--- config.mk ---
export PLATFORM = sky130hd
export DESIGN_NAME = alu_muldiv_controller
export DESIGN_NICKNAME = d
export VERILOG_FILES = /design/src/rtl/alu_ctrl_pkg.sv /design/src/rtl/muldiv_iter.sv /design/src/rtl/alu_muldiv_controller.sv
export SDC_FILE = /design/constraint.sdc
export NUM_CORES = 1
export LEC_CHECK = 0
export CAP_MARGIN = 30
export CORE_UTILIZATION = 35
export CTS_CLUSTER_SIZE = 40
export DETAILED_ROUTE_END_ITERATION = 10
export GPL_TIMING_DRIVEN = 0
export PLACE_DENSITY = 0.52
export SETUP_SLACK_MARGIN = 0.15
export SLEW_MARGIN = 20
export SYNTH_ARGS = -nofsm -noshare
export SYNTH_HDL_FRONTEND = slang
export SYNTH_HIERARCHICAL = 1
export SYNTH_SLANG_ARGS = --single-unit
--- constraint.sdc ---
create_clock -name clk -period 6.2 [get_ports clk]
set_input_delay 1.24 -clock clk [delete_from_list [all_inputs] [get_ports clk]]
set_output_delay 1.24 -clock clk [all_outputs]
set_load 0.05 [all_outputs]
--- src/rtl/alu_ctrl_pkg.sv ---
// Shared definitions for the ALU control decoder and multiply/divide sequencer.
//   - R-type function codes
//   - alu_op_e: 4-bit ALU operation codes (zero-extended to ALU_OP_W at the top)
//   - WB_* : writeback source select values
//   - state_e : sequencer FSM states
package alu_ctrl_pkg;

  localparam logic [5:0] FUNC_ADD   = 6'b100000;
  localparam logic [5:0] FUNC_ADDU  = 6'b100001;
  localparam logic [5:0] FUNC_SUB   = 6'b100010;
  localparam logic [5:0] FUNC_SUBU  = 6'b100011;
  localparam logic [5:0] FUNC_AND   = 6'b100100;
  localparam logic [5:0] FUNC_OR    = 6'b100101;
  localparam logic [5:0] FUNC_XOR   = 6'b100110;
  localparam logic [5:0] FUNC_NOR   = 6'b100111;
  localparam logic [5:0] FUNC_SLT   = 6'b101010;
  localparam logic [5:0] FUNC_SLTU  = 6'b101011;
  localparam logic [5:0] FUNC_MFHI  = 6'b010000;
  localparam logic [5:0] FUNC_MFLO  = 6'b010010;
  localparam logic [5:0] FUNC_MULT  = 6'b011000;
  localparam logic [5:0] FUNC_MULTU = 6'b011001;
  localparam logic [5:0] FUNC_DIV   = 6'b011010;
  localparam logic [5:0] FUNC_DIVU  = 6'b011011;

  typedef enum logic [3:0] {
    ALU_AND  = 4'b0000,
    ALU_OR   = 4'b0001,
    ALU_ADD  = 4'b0010,
    ALU_XOR  = 4'b0011,
    ALU_NOR  = 4'b0100,
    ALU_SUB  = 4'b0110,
    ALU_SLT  = 4'b0111,
    ALU_SLTU = 4'b1000
  } alu_op_e;

  localparam logic [1:0] WB_ALU = 2'b00;
  localparam logic [1:0] WB_HI  = 2'b01;
  localparam logic [1:0] WB_LO  = 2'b10;

  typedef enum logic [1:0] {
    ST_IDLE = 2'd0,
    ST_RUN  = 2'd1,
    ST_DONE = 2'd2
  } state_e;

endpackage

--- src/rtl/muldiv_iter.sv ---
// Iterative multiply/divide datapath: one shift-add (multiply) or restoring
// (divide) step per cycle for WIDTH cycles, on operand magnitudes, with the
// sign fix-up applied to the final step's result.
// Ports:
//   clk, rst          clock, async active-high reset
//   start             capture a/b and begin (one cycle)
//   is_div, is_signed operation select, sampled with start
//   a, b              dividend/multiplicand and divisor/multiplier
//   done              high during the last iteration; hi_res/lo_res valid then
//   hi_res, lo_res    signed-corrected result (HI=upper/remainder, LO=lower/quotient)
//   dz                captured divisor was zero (meaningful with done)
module muldiv_iter #(
  parameter int WIDTH = 32
) (
  input  logic             clk,
  input  logic             rst,
  input  logic             start,
  input  logic             is_div,
  input  logic             is_signed,
  input  logic [WIDTH-1:0] a,
  input  logic [WIDTH-1:0] b,
  output logic             done,
  output logic [WIDTH-1:0] hi_res,
  output logic [WIDTH-1:0] lo_res,
  output logic             dz
);

  localparam int CNT_W = $clog2(WIDTH);
  localparam logic [CNT_W-1:0] CNT_LAST = CNT_W'(WIDTH - 1);

  logic             busy_q;
  logic             div_q;
  logic             neg_q;      // product/quotient needs negating
  logic             rem_neg_q;  // dividend was negative
  logic [CNT_W-1:0] cnt_q;
  logic [WIDTH-1:0] mcand_q;    // multiplicand or divisor magnitude
  logic [WIDTH-1:0] upper_q;    // partial product high / partial remainder
  logic [WIDTH-1:0] lower_q;    // multiplier / quotient shift register

  logic             a_neg, b_neg;
  logic [WIDTH-1:0] a_mag, b_mag;
  logic [WIDTH:0]   mul_sum, div_shift;
  logic [WIDTH-1:0] div_diff, upper_d, lower_d;
  logic             div_ge;
  logic [2*WIDTH-1:0] prod, prod_fix;
  logic [WIDTH-1:0] quot_fix, rem_fix;

  assign a_neg = is_signed & a[WIDTH-1];
  assign b_neg = is_signed & b[WIDTH-1];
  assign a_mag = a_neg ? (~a + 1'b1) : a;
  assign b_mag = b_neg ? (~b + 1'b1) : b;

  always_comb begin
    mul_sum   = {1'b0, upper_q} + (lower_q[0] ? {1'b0, mcand_q} : '0);
    div_shift = {upper_q, lower_q[WIDTH-1]};
    div_ge    = div_shift >= {1'b0, mcand_q};
    // The remainder stays below the divisor, so the difference fits WIDTH bits.
    div_diff  = div_shift[WIDTH-1:0] - mcand_q;
    if (div_q) begin
      upper_d = div_ge ? div_diff : div_shift[WIDTH-1:0];
      lower_d = {lower_q[WIDTH-2:0], div_ge};
    end else begin
      upper_d = mul_sum[WIDTH:1];
      lower_d = {mul_sum[0], lower_q[WIDTH-1:1]};
    end
  end

  always_ff @(posedge clk or posedge rst) begin
    if (rst) begin
      busy_q    <= 1'b0;
      div_q     <= 1'b0;
      neg_q     <= 1'b0;
      rem_neg_q <= 1'b0;
      cnt_q     <= '0;
      mcand_q   <= '0;
      upper_q   <= '0;
      lower_q   <= '0;
    end else if (start) begin
      busy_q    <= 1'b1;
      div_q     <= is_div;
      neg_q     <= a_neg ^ b_neg;
      rem_neg_q <= a_neg;
      cnt_q     <= '0;
      mcand_q   <= b_mag;
      upper_q   <= '0;
      lower_q   <= a_mag;
    end else if (busy_q) begin
      upper_q <= upper_d;
      lower_q <= lower_d;
      if (done) begin
        busy_q <= 1'b0;
        cnt_q  <= '0;
      end else begin
        cnt_q <= cnt_q + 1'b1;
      end
    end
  end

  assign done = busy_q & (cnt_q == CNT_LAST);

  // Result is taken from the last step's next values so the top can load
  // HI/LO on the same edge that leaves RUN.
  always_comb begin
    prod     = {upper_d, lower_d};
    prod_fix = neg_q ? (~prod + 1'b1) : prod;
    quot_fix = neg_q ? (~lower_d + 1'b1) : lower_d;
    rem_fix  = rem_neg_q ? (~upper_d + 1'b1) : upper_d;
    dz       = div_q & (mcand_q == '0);
    if (div_q) begin
      // With a zero divisor the remainder path already reproduces the dividend.
      hi_res = rem_fix;
      lo_res = dz ? '1 : quot_fix;
    end else begin
      hi_res = prod_fix[2*WIDTH-1:WIDTH];
      lo_res = prod_fix[WIDTH-1:0];
    end
  end

endmodule

--- src/rtl/alu_muldiv_controller.sv ---
// ALU control decoder with an iterative MULT/DIV sequencer and HI/LO registers.
// Ports:
//   clk, rst        clock, async active-high reset
//   alu_case, func  main-control class and R-type function field
//   op_valid        instruction in decode is valid
//   src_a, src_b    rs / rt operands
//   alu_op          ALU operation code
//   wb_sel          writeback select: 00 ALU, 01 HI, 10 LO
//   hilo_data       HI or LO per wb_sel, else 0
//   stall           hold PC/IR while a MULT/DIV runs
//   illegal_op      unrecognised R-type func with op_valid
//   div_by_zero     one-cycle pulse when a divide by zero retires
//   hi, lo          HI / LO registers
//
// state | meaning
// IDLE  | waiting; a valid MULT/DIV is captured and stalls this same cycle
// RUN   | one datapath step per cycle, WIDTH cycles, stall held
// DONE  | HI/LO hold the result, stall released so the instruction retires
module alu_muldiv_controller
  import alu_ctrl_pkg::*;
#(
  parameter int WIDTH     = 32,
  parameter int ALU_OP_W  = 4,
  parameter bit MULDIV_EN = 1'b1
) (
  input  logic                clk,
  input  logic                rst,
  input  logic [1:0]          alu_case,
  input  logic [5:0]          func,
  input  logic                op_valid,
  input  logic [WIDTH-1:0]    src_a,
  input  logic [WIDTH-1:0]    src_b,
  output logic [ALU_OP_W-1:0] alu_op,
  output logic [1:0]          wb_sel,
  output logic [WIDTH-1:0]    hilo_data,
  output logic                stall,
  output logic                illegal_op,
  output logic                div_by_zero,
  output logic [WIDTH-1:0]    hi,
  output logic [WIDTH-1:0]    lo
);

  alu_op_e    op_sel;
  logic [1:0] wb_sel_dec;
  logic       md_req, md_div, md_signed;

  always_comb begin
    op_sel     = ALU_ADD;
    wb_sel_dec = WB_ALU;
    illegal_op = 1'b0;
    md_req     = 1'b0;
    md_div     = 1'b0;
    md_signed  = 1'b0;
    case (alu_case)
      2'b00: op_sel = ALU_ADD;
      2'b01: op_sel = ALU_SUB;
      2'b11: op_sel = ALU_AND;
      default: begin
        case (func)
          FUNC_AND:             op_sel = ALU_AND;
          FUNC_OR:              op_sel = ALU_OR;
          FUNC_ADD, FUNC_ADDU:  op_sel = ALU_ADD;
          FUNC_SUB, FUNC_SUBU:  op_sel = ALU_SUB;
          FUNC_XOR:             op_sel = ALU_XOR;
          FUNC_NOR:             op_sel = ALU_NOR;
          FUNC_SLT:             op_sel = ALU_SLT;
          FUNC_SLTU:            op_sel = ALU_SLTU;
          FUNC_MFHI: begin
            if (MULDIV_EN) wb_sel_dec = WB_HI;
            else           illegal_op = op_valid;
          end
          FUNC_MFLO: begin
            if (MULDIV_EN) wb_sel_dec = WB_LO;
            else           illegal_op = op_valid;
          end
          FUNC_MULT, FUNC_MULTU, FUNC_DIV, FUNC_DIVU: begin
            if (MULDIV_EN) begin
              // func[1] separates DIV from MULT, func[0] marks the unsigned form.
              md_req    = 1'b1;
              md_div    = func[1];
              md_signed = ~func[0];
            end else begin
              illegal_op = op_valid;
            end
          end
          default: illegal_op = op_valid;
        endcase
      end
    endcase
  end

  assign alu_op = ALU_OP_W'(op_sel);
  assign wb_sel = wb_sel_dec;

  always_comb begin
    case (wb_sel)
      WB_HI:   hilo_data = hi;
      WB_LO:   hilo_data = lo;
      default: hilo_data = '0;
    endcase
  end

  generate
    if (MULDIV_EN) begin : g_muldiv
      state_e           state_q, state_d;
      logic             start, done, dz, dz_q;
      logic [WIDTH-1:0] hi_res, lo_res, hi_q, lo_q;

      // rst gates start so stall drops as soon as reset is asserted, even
      // though the held instruction still presents a MULT/DIV.
      assign start = op_valid & md_req & (state_q == ST_IDLE) & ~rst;

      muldiv_iter #(.WIDTH(WIDTH)) u_iter (
        .clk      (clk),
        .rst      (rst),
        .start    (start),
        .is_div   (md_div),
        .is_signed(md_signed),
        .a        (src_a),
        .b        (src_b),
        .done     (done),
        .hi_res   (hi_res),
        .lo_res   (lo_res),
        .dz       (dz)
      );

      always_ff @(posedge clk or posedge rst) begin
        if (rst) state_q <= ST_IDLE;
        else     state_q <= state_d;
      end

      always_comb begin
        state_d = state_q;
        case (state_q)
          ST_IDLE: if (start) state_d = ST_RUN;
          ST_RUN:  if (done)  state_d = ST_DONE;
          default: state_d = ST_IDLE;
        endcase
      end

      always_comb begin
        stall = ~rst & (start | (state_q == ST_RUN));
      end

      always_ff @(posedge clk or posedge rst) begin
        if (rst) begin
          hi_q <= '0;
          lo_q <= '0;
          dz_q <= 1'b0;
        end else begin
          dz_q <= done & dz;
          if (done) begin
            hi_q <= hi_res;
            lo_q <= lo_res;
          end
        end
      end

      assign hi          = hi_q;
      assign lo          = lo_q;
      assign div_by_zero = dz_q;
    end else begin : g_no_muldiv
      assign stall       = 1'b0;
      assign hi          = '0;
      assign lo          = '0;
      assign div_by_zero = 1'b0;
    end
  endgenerate

endmodule

* After elaboration in Yosys (flattened, before gate mapping)
Cells that the tools add are included.
** Cells by class
- Bitwise operators :: 18
- Divide/modulo/power cells :: 0
- $lt $le $gt $ge :: 1
- Reduce and logical (&&, ||, !) cells :: 9
- Multiplexer cells :: 38
- $mul :: 0
- Equal/unequal tests :: 24
- $add $sub $neg :: 8
- Shift operators :: 0
** Operators with widths (number)
- $mux 32 :: 15
- $add 32x1->32 const B :: 4
- $not 32->32 :: 4
- $add 64x1->64 const B :: 1
- $mux 64 :: 1
- $not 64->64 :: 1
- $pmux 32 s2 :: 1
- $eq 6x6->1 const B :: 10
- $eq 6x5->1 const B :: 6
- $add 32x33->33 :: 1
- $ge 33x32->1 :: 1
- $logic_not 32->1 :: 1
- $sub 32x32->32 :: 1
- $pmux 4 s7 :: 1
- $reduce_or 16->1 :: 1
- $mux 5 :: 3
- $pmux 4 s3 :: 1
- $mux 1 :: 11
- $and 1x1->1 :: 9
- $pmux 2 s2 :: 2
- $eq 2x1->1 const B :: 3
- $mux 2 :: 3
- $add 5x1->5 const B :: 1
- $eq 5x5->1 const B :: 1
- other kinds (11) :: 15
** Storage, ports and cells
- Logic and storage cells :: 110
- Memory bits (writable) :: 0
- Bits in registers :: 172
- Output and inout bits :: 105
- Bits of input ports :: 75
- Memories kept :: 0
- Latch bits :: 0
- ROM bits :: 0

* Depth between registers and ports, before layout
- Depth after elaboration :: 9
- Mapped depth :: 23
- Depth with buffers taken out :: 20

* Modules after synthesis
The synthesis kept the hierarchy.
** Modules (own cells, without submodules)
- muldiv_iter :: cells each 1843, area each 13244.0 sq um, seq. area each 2627.5 sq um, instances 1
- alu_muldiv_controller :: cells each 258, area each 3159.3 sq um, seq. area each 1676.6 sq um, instances 1

* Least setup slack after synthesis
No wires, ideal clock.
- Kind :: input to output
- Start point :: in func[0]
- End point :: out hilo_data[14]
- Stages :: 8
- Required time :: 4.960 ns
- Setup slack :: 0.631 ns
- Data arrival time :: 4.329 ns
- Buffers on the path :: 2
- Path through :: clkbuf_1 nor3_1 nand3b_1 nor3_1 ha_1 clkbuf_1 a22oi_1 nor2_1
** On the way
- Word-level cells in the longest chain between the ends :: 5
- Elaborated cells between the ends (all ways) :: 7
- Those cells by class :: eq/ne: 4; mux: 3
** RTL lines
- start, declared :: RTL line alu_muldiv_controller.sv:29 : input logic [5:0] func,
- $eq 6x5->1 :: RTL line alu_muldiv_controller.sv:59 : case (func)
- $pmux 2 s2 (*) :: RTL line alu_muldiv_controller.sv:59
- $mux 2 (*) :: RTL line alu_muldiv_controller.sv:54 : case (alu_case)
- net wb_sel[0] :: RTL line alu_muldiv_controller.sv:34 : output logic [1:0] wb_sel,
- $eq 2x2->1 or $eq 2x1->1 (tied branches) :: RTL line alu_muldiv_controller.sv:96 : case (wb_sel)
- $pmux 32 s2 (*) :: RTL line alu_muldiv_controller.sv:96
- end, declared :: RTL line alu_muldiv_controller.sv:35 : output logic [WIDTH-1:0] hilo_data,
The timed path passes the listed nets; every way through them passes the cells marked *.

* Worst setup path after layout
- Start point :: reg g_muldiv.u_iter.div_q
- End point :: reg g_muldiv.hi_q[26], in the netlist hi[26]
** On the way
- Word-level cells in the longest chain between the ends :: 5
- Elaborated cells between the ends (all ways) :: 9
- Those cells by class :: add/sub: 2; mux: 5; bitwise: 2
** RTL lines
- start, declared :: RTL line muldiv_iter.sv:32 : logic div_q;
- start signal, assigned :: RTL line muldiv_iter.sv:80 : div_q <= is_div;
- $mux 32 :: RTL line muldiv_iter.sv:59 : if (div_q) begin
- $not 64->64 or $not 32->32 (tied branches) :: RTL line muldiv_iter.sv:105, muldiv_iter.sv:107
- $add 64x1->64 or $add 32x1->32 (tied branches) :: RTL line muldiv_iter.sv:105, muldiv_iter.sv:107
- $mux 64 or $mux 32 (tied branches) :: RTL line muldiv_iter.sv:105, muldiv_iter.sv:107
- $mux 32 (*) :: RTL line muldiv_iter.sv:109 : if (div_q) begin
- net g_muldiv.hi_res[26] :: RTL line alu_muldiv_controller.sv:107 : logic [WIDTH-1:0] hi_res, lo_res, hi_q, lo_q;
- end signal, assigned :: RTL line alu_muldiv_controller.sv:153 : hi_q <= hi_res;
- end, declared :: RTL line alu_muldiv_controller.sv:107
Marked as above.
A chain may end at the register's enable or synchronous reset.

==> results by group <==
Global routing
  – Largest net degree at the start of global routing: 78
  – First-pass GRT wire length: approximately 100000 µm
  – Initial antenna violation count: 2
  – Grt total ovfl: 0
  – GRT Util Overall: between 20% and 30%
  – Vias in the first global route: 16000

Timing
  – Worst-Margin Slew: between 0.9 and 1 ns
  – Period minus WS final: between 5 and 6 ns
  – Hold slack: between 0.5 and 0.6 ns
  – RSZ-0062 raised after global routing: true
  – Final setup skew: between 0.01 and 0.015 ns
  – Max-Slew Margin vs Limit: 34.0%
  – Max-slew violations: 0
  – Final Hold Viols: 0
  – Finish-stage setup viols: 0
  – Max Fclk: 169 MHz
  – Final critical-path share of the clock period: about 95%

Pwr
  – Max VDD drop: between 0.2 and 0.25 mV
  – Leak pwr: about 7.6 nW
  – Power per cell area: roughly 450 nW/µm²
  – Tot Pwr: between 8 and 9 mW

Yosys
  – Post-Synthesis Cells: roughly 2100
  – Async S/R FF share, synth: 100%
  – Post-Syn Area per Cell: about 8 µm²
  – Top_reg_cell synth: dfrtp_1
  – Synth unique cells: 97
  – Post-synthesis cell area: 16400 µm²
  – Net Count, Synth: between 2000 and 2500
  – Synth area leaders: dfrtp_1 (26%), nor2_1 (6.0%), a21oi_1 (5.7%), ha_1 (5.5%), xnor2_1 (5.0%)
  – Synth cell count leaders: nor2_1 (261), a21oi_1 (187), nand2_1 (176)
  – Count leader, synth: nor2_1
  – Number of flops mapped to enable cells by yosys: 0
  – Post-synth top area cell: dfrtp_1
  – Post-synth top area share: 26.2%
  – Ys Warns: 6
  – Post-synthesis sequential area ratio: a little over a quarter
  – FF+latch count, synth: around 170

Clock tree
  – Number of buffers created by CTS: 17
  – Number of H-tree levels: 4
  – Clock Latency Late Sink: 0.48 ns
  – Cts hold-fix bufs: 0
  – Clock transition at path regs: ~0.07 ns
  – Clk buf depth: 2
  – CTS root buffer: clkbuf_16
  – Count of clock tree sinks: 172
  – TritonCTS clock tree: yes

Route
  – Number of DRC markers in iteration 0: around 1600
  – DR DRC count: 0
  – Final WL: about 71000 µm
  – Post-detailed-route wirelength per cell: 24.3 µm
  – Via count: around 17000
  – Number of vias per cell: approximately 6
  – Drt pass-1 iters: 6
  – DRT antenna net count: 0

Placed design
  – Detailed placement HPWL: approximately 58000 µm
  – I/O Buffers: roughly 180
  – Gpl congestion: just over 0.9
  – Dpl cell area: around 19000 µm²

Critical path
  – Crit path capture type: flop
  – Crit-path cells: clkbuf_1 > buf_2 > buf_1 > buf_1 > nor2_1 > inv_1 > o31ai_4 > ha_1 > o21ai_0 > nor2_1 > nor4b_2 > and2_1 > nand2b_1 > or3_1 > clkbuf_1 > nor2_1 > or2_2 > a31oi_1 > xnor2_1 > mux2_2
  – CP max stage cell: buf_1
  – CP max stage delay: 0.78 ns
  – Most used cell, CP: nor2_1
  – Critical path class: reg -> reg
  – WP buf/inv: 6
  – Critical Path Stages: 20
  – Cell class contributing the biggest share of worst-path delay: buffers and inverters
  – Worst EP arrival: 6.27 ns
  – Startpoint Class: flop
  – Max FO, Critical Path: 11
  – R2R depth: 20
  – Worst Path Required: 6.56 ns

Floorplanning
  – Die ar.: between 40000 and 50000 µm²
  – Core area: between 40000 and 50000 µm²
  – # IOs: 180
  – Die width: ~220 µm
  – Die Y-Extent: around 220 µm
  – Initial core utilization: a little over a third
  – Row count: 78

Hold path
  – Worst hold path depth: 1
  – Hold Crit Class: reg -> reg

Layout
  – Fill cell count: 4723
  – Layout cell share with drive strength beyond 1: 8.69%
  – Final core utilization: 43.0%
  – Area Overhead vs Synth: 20.0%
  – Final nets: about 2400
  – Finished Cell Area: around 20000 µm²

Run status
  – Outcome: finished, final reports clean

Run
  – Max_cap viols: 0
## final cells by class
cell class	instances	area, µm²	area share (%)
Inverter	73	282	1.43
Sequential cell	172	4310	21.9
Tap cell	600	751	3.81
Buffer	131	554	2.82
Multi-Input combinational cell	1725	11300	57.6
Clock inverter	14	184	0.934
Antenna cell	1	2.50	0.0127
Clock buffer	17	425	2.16
Timing Repair Buffer	180	1840	9.32
## what timing repair did
item / in CTS / in global routing
setup buffers: 0 / 1
resized for setup: 2 / 20
setup endpoints to repair: 5 / 19
hold endpoints to repair: 0 / 0
pin swaps: 0 / 1
cloned: 0 / 0
## cell usage in the layout (no fill, tap or decap), types with 22 or more instances in the layout
cell type	synthesis	routed
nand3_1	26	26
inv_1	72	70
xor2_1	84	84
dfrtp_1	172	165
nor2_1	261	261
a31oi_1	26	26
buf_2	28	27
ha_1	72	72
o31ai_1	23	22
nand2b_1	32	32
clkbuf_1	76	75
clkdlybuf4s50_1	0	176
a211oi_1	50	50
nand4_1	30	30
a21oi_1	187	186
mux2_2	71	71
and2_1	43	43
mux2i_1	50	49
o21ai_0	118	118
nand2_1	176	176
nor3_1	68	67
xnor2_1	94	94
a22oi_1	53	53
## state kept, by name (all words and copies together) (netlist names)
name / flops
g_muldiv.u_iter/lower_q: 32
g_muldiv.u_iter/mcand_q: 32
g_muldiv.u_iter/upper_q: 32
hi: 32
lo: 32
g_muldiv.u_iter/cnt_q: 5
g_muldiv.state_q: 2
div_by_zero: 1
g_muldiv.u_iter/busy_q: 1
g_muldiv.u_iter/div_q: 1
g_muldiv.u_iter/neg_q: 1
g_muldiv.u_iter/rem_neg_q: 1
## stage by stage
stage                     setup WS, ns  cells  TNS, ns
final                            0.290   2913        0
after global placement         -0.0311   2877  -0.0344
after floorplan                  0.631   2101        0
after detailed placement       -0.0101   2880  -0.0101
after CTS                        0.145   2911        0
after global routing            0.0858   2912        0
## worst reg2reg max path, delay by kind of cell, from the launching register on
family | cells | cell delay, ns
mux | 1 | 0.28
xor+xnor | 1 | 0.13
flops | 1 | 0.32
compound gates | 3 | 0.59
fa+ha+maj | 1 | 0.26
simple gates | 8 | 1.41
buf+inv | 6 | 2.82
## routing by layer
layer,vias up,global-route usage [%],wire [µm]
met2,588,45.8,31600
met4,0,8.79,1760
met3,86,5.51,4650
met1,8406,41.5,32700
met5,-,0,0
li1,7975,-,-
## path summary, 6_finish.rpt
path                                  startpoint                          end  slack (ns)
max reg2reg                g_muldiv.u_iter/div_q                       hi[26]        0.29
min reg2reg                  g_muldiv.state_q[1]          g_muldiv.state_q[1]        0.53
max                        g_muldiv.u_iter/div_q                       hi[26]        0.29
min in group asynchronous                    rst          g_muldiv.state_q[0]        1.23
max in group asynchronous                    rst  g_muldiv.u_iter/mcand_q[20]        4.22
min                          g_muldiv.state_q[1]          g_muldiv.state_q[1]        0.53
## report_power, final
part | internal, mW | leakage [nW] | switching, mW
Combinational | 2.04 | 5.37 | 3.90
Clock | 0.640 | 0.297 | 0.518
Sequential | 1.37 | 1.97 | 0.388
Total | 4.05 | 7.64 | 4.80
## cells by family (layout without fill, tap and decap cells)
kind of cell / Yosys count / count (layout) / synth area share (%)
flops: 172 / 172 / 26.2
xor+xnor: 178 / 178 / 9.50
fa+ha+maj: 74 / 74 / 5.74
compound gates: 605 / 605 / 23.8
simple gates: 747 / 747 / 21.8
other cells: 0 / 1 / 0
mux: 121 / 121 / 7.93
buf+inv: 204 / 415 / 4.98
Power figures use the tool's default switching activity.
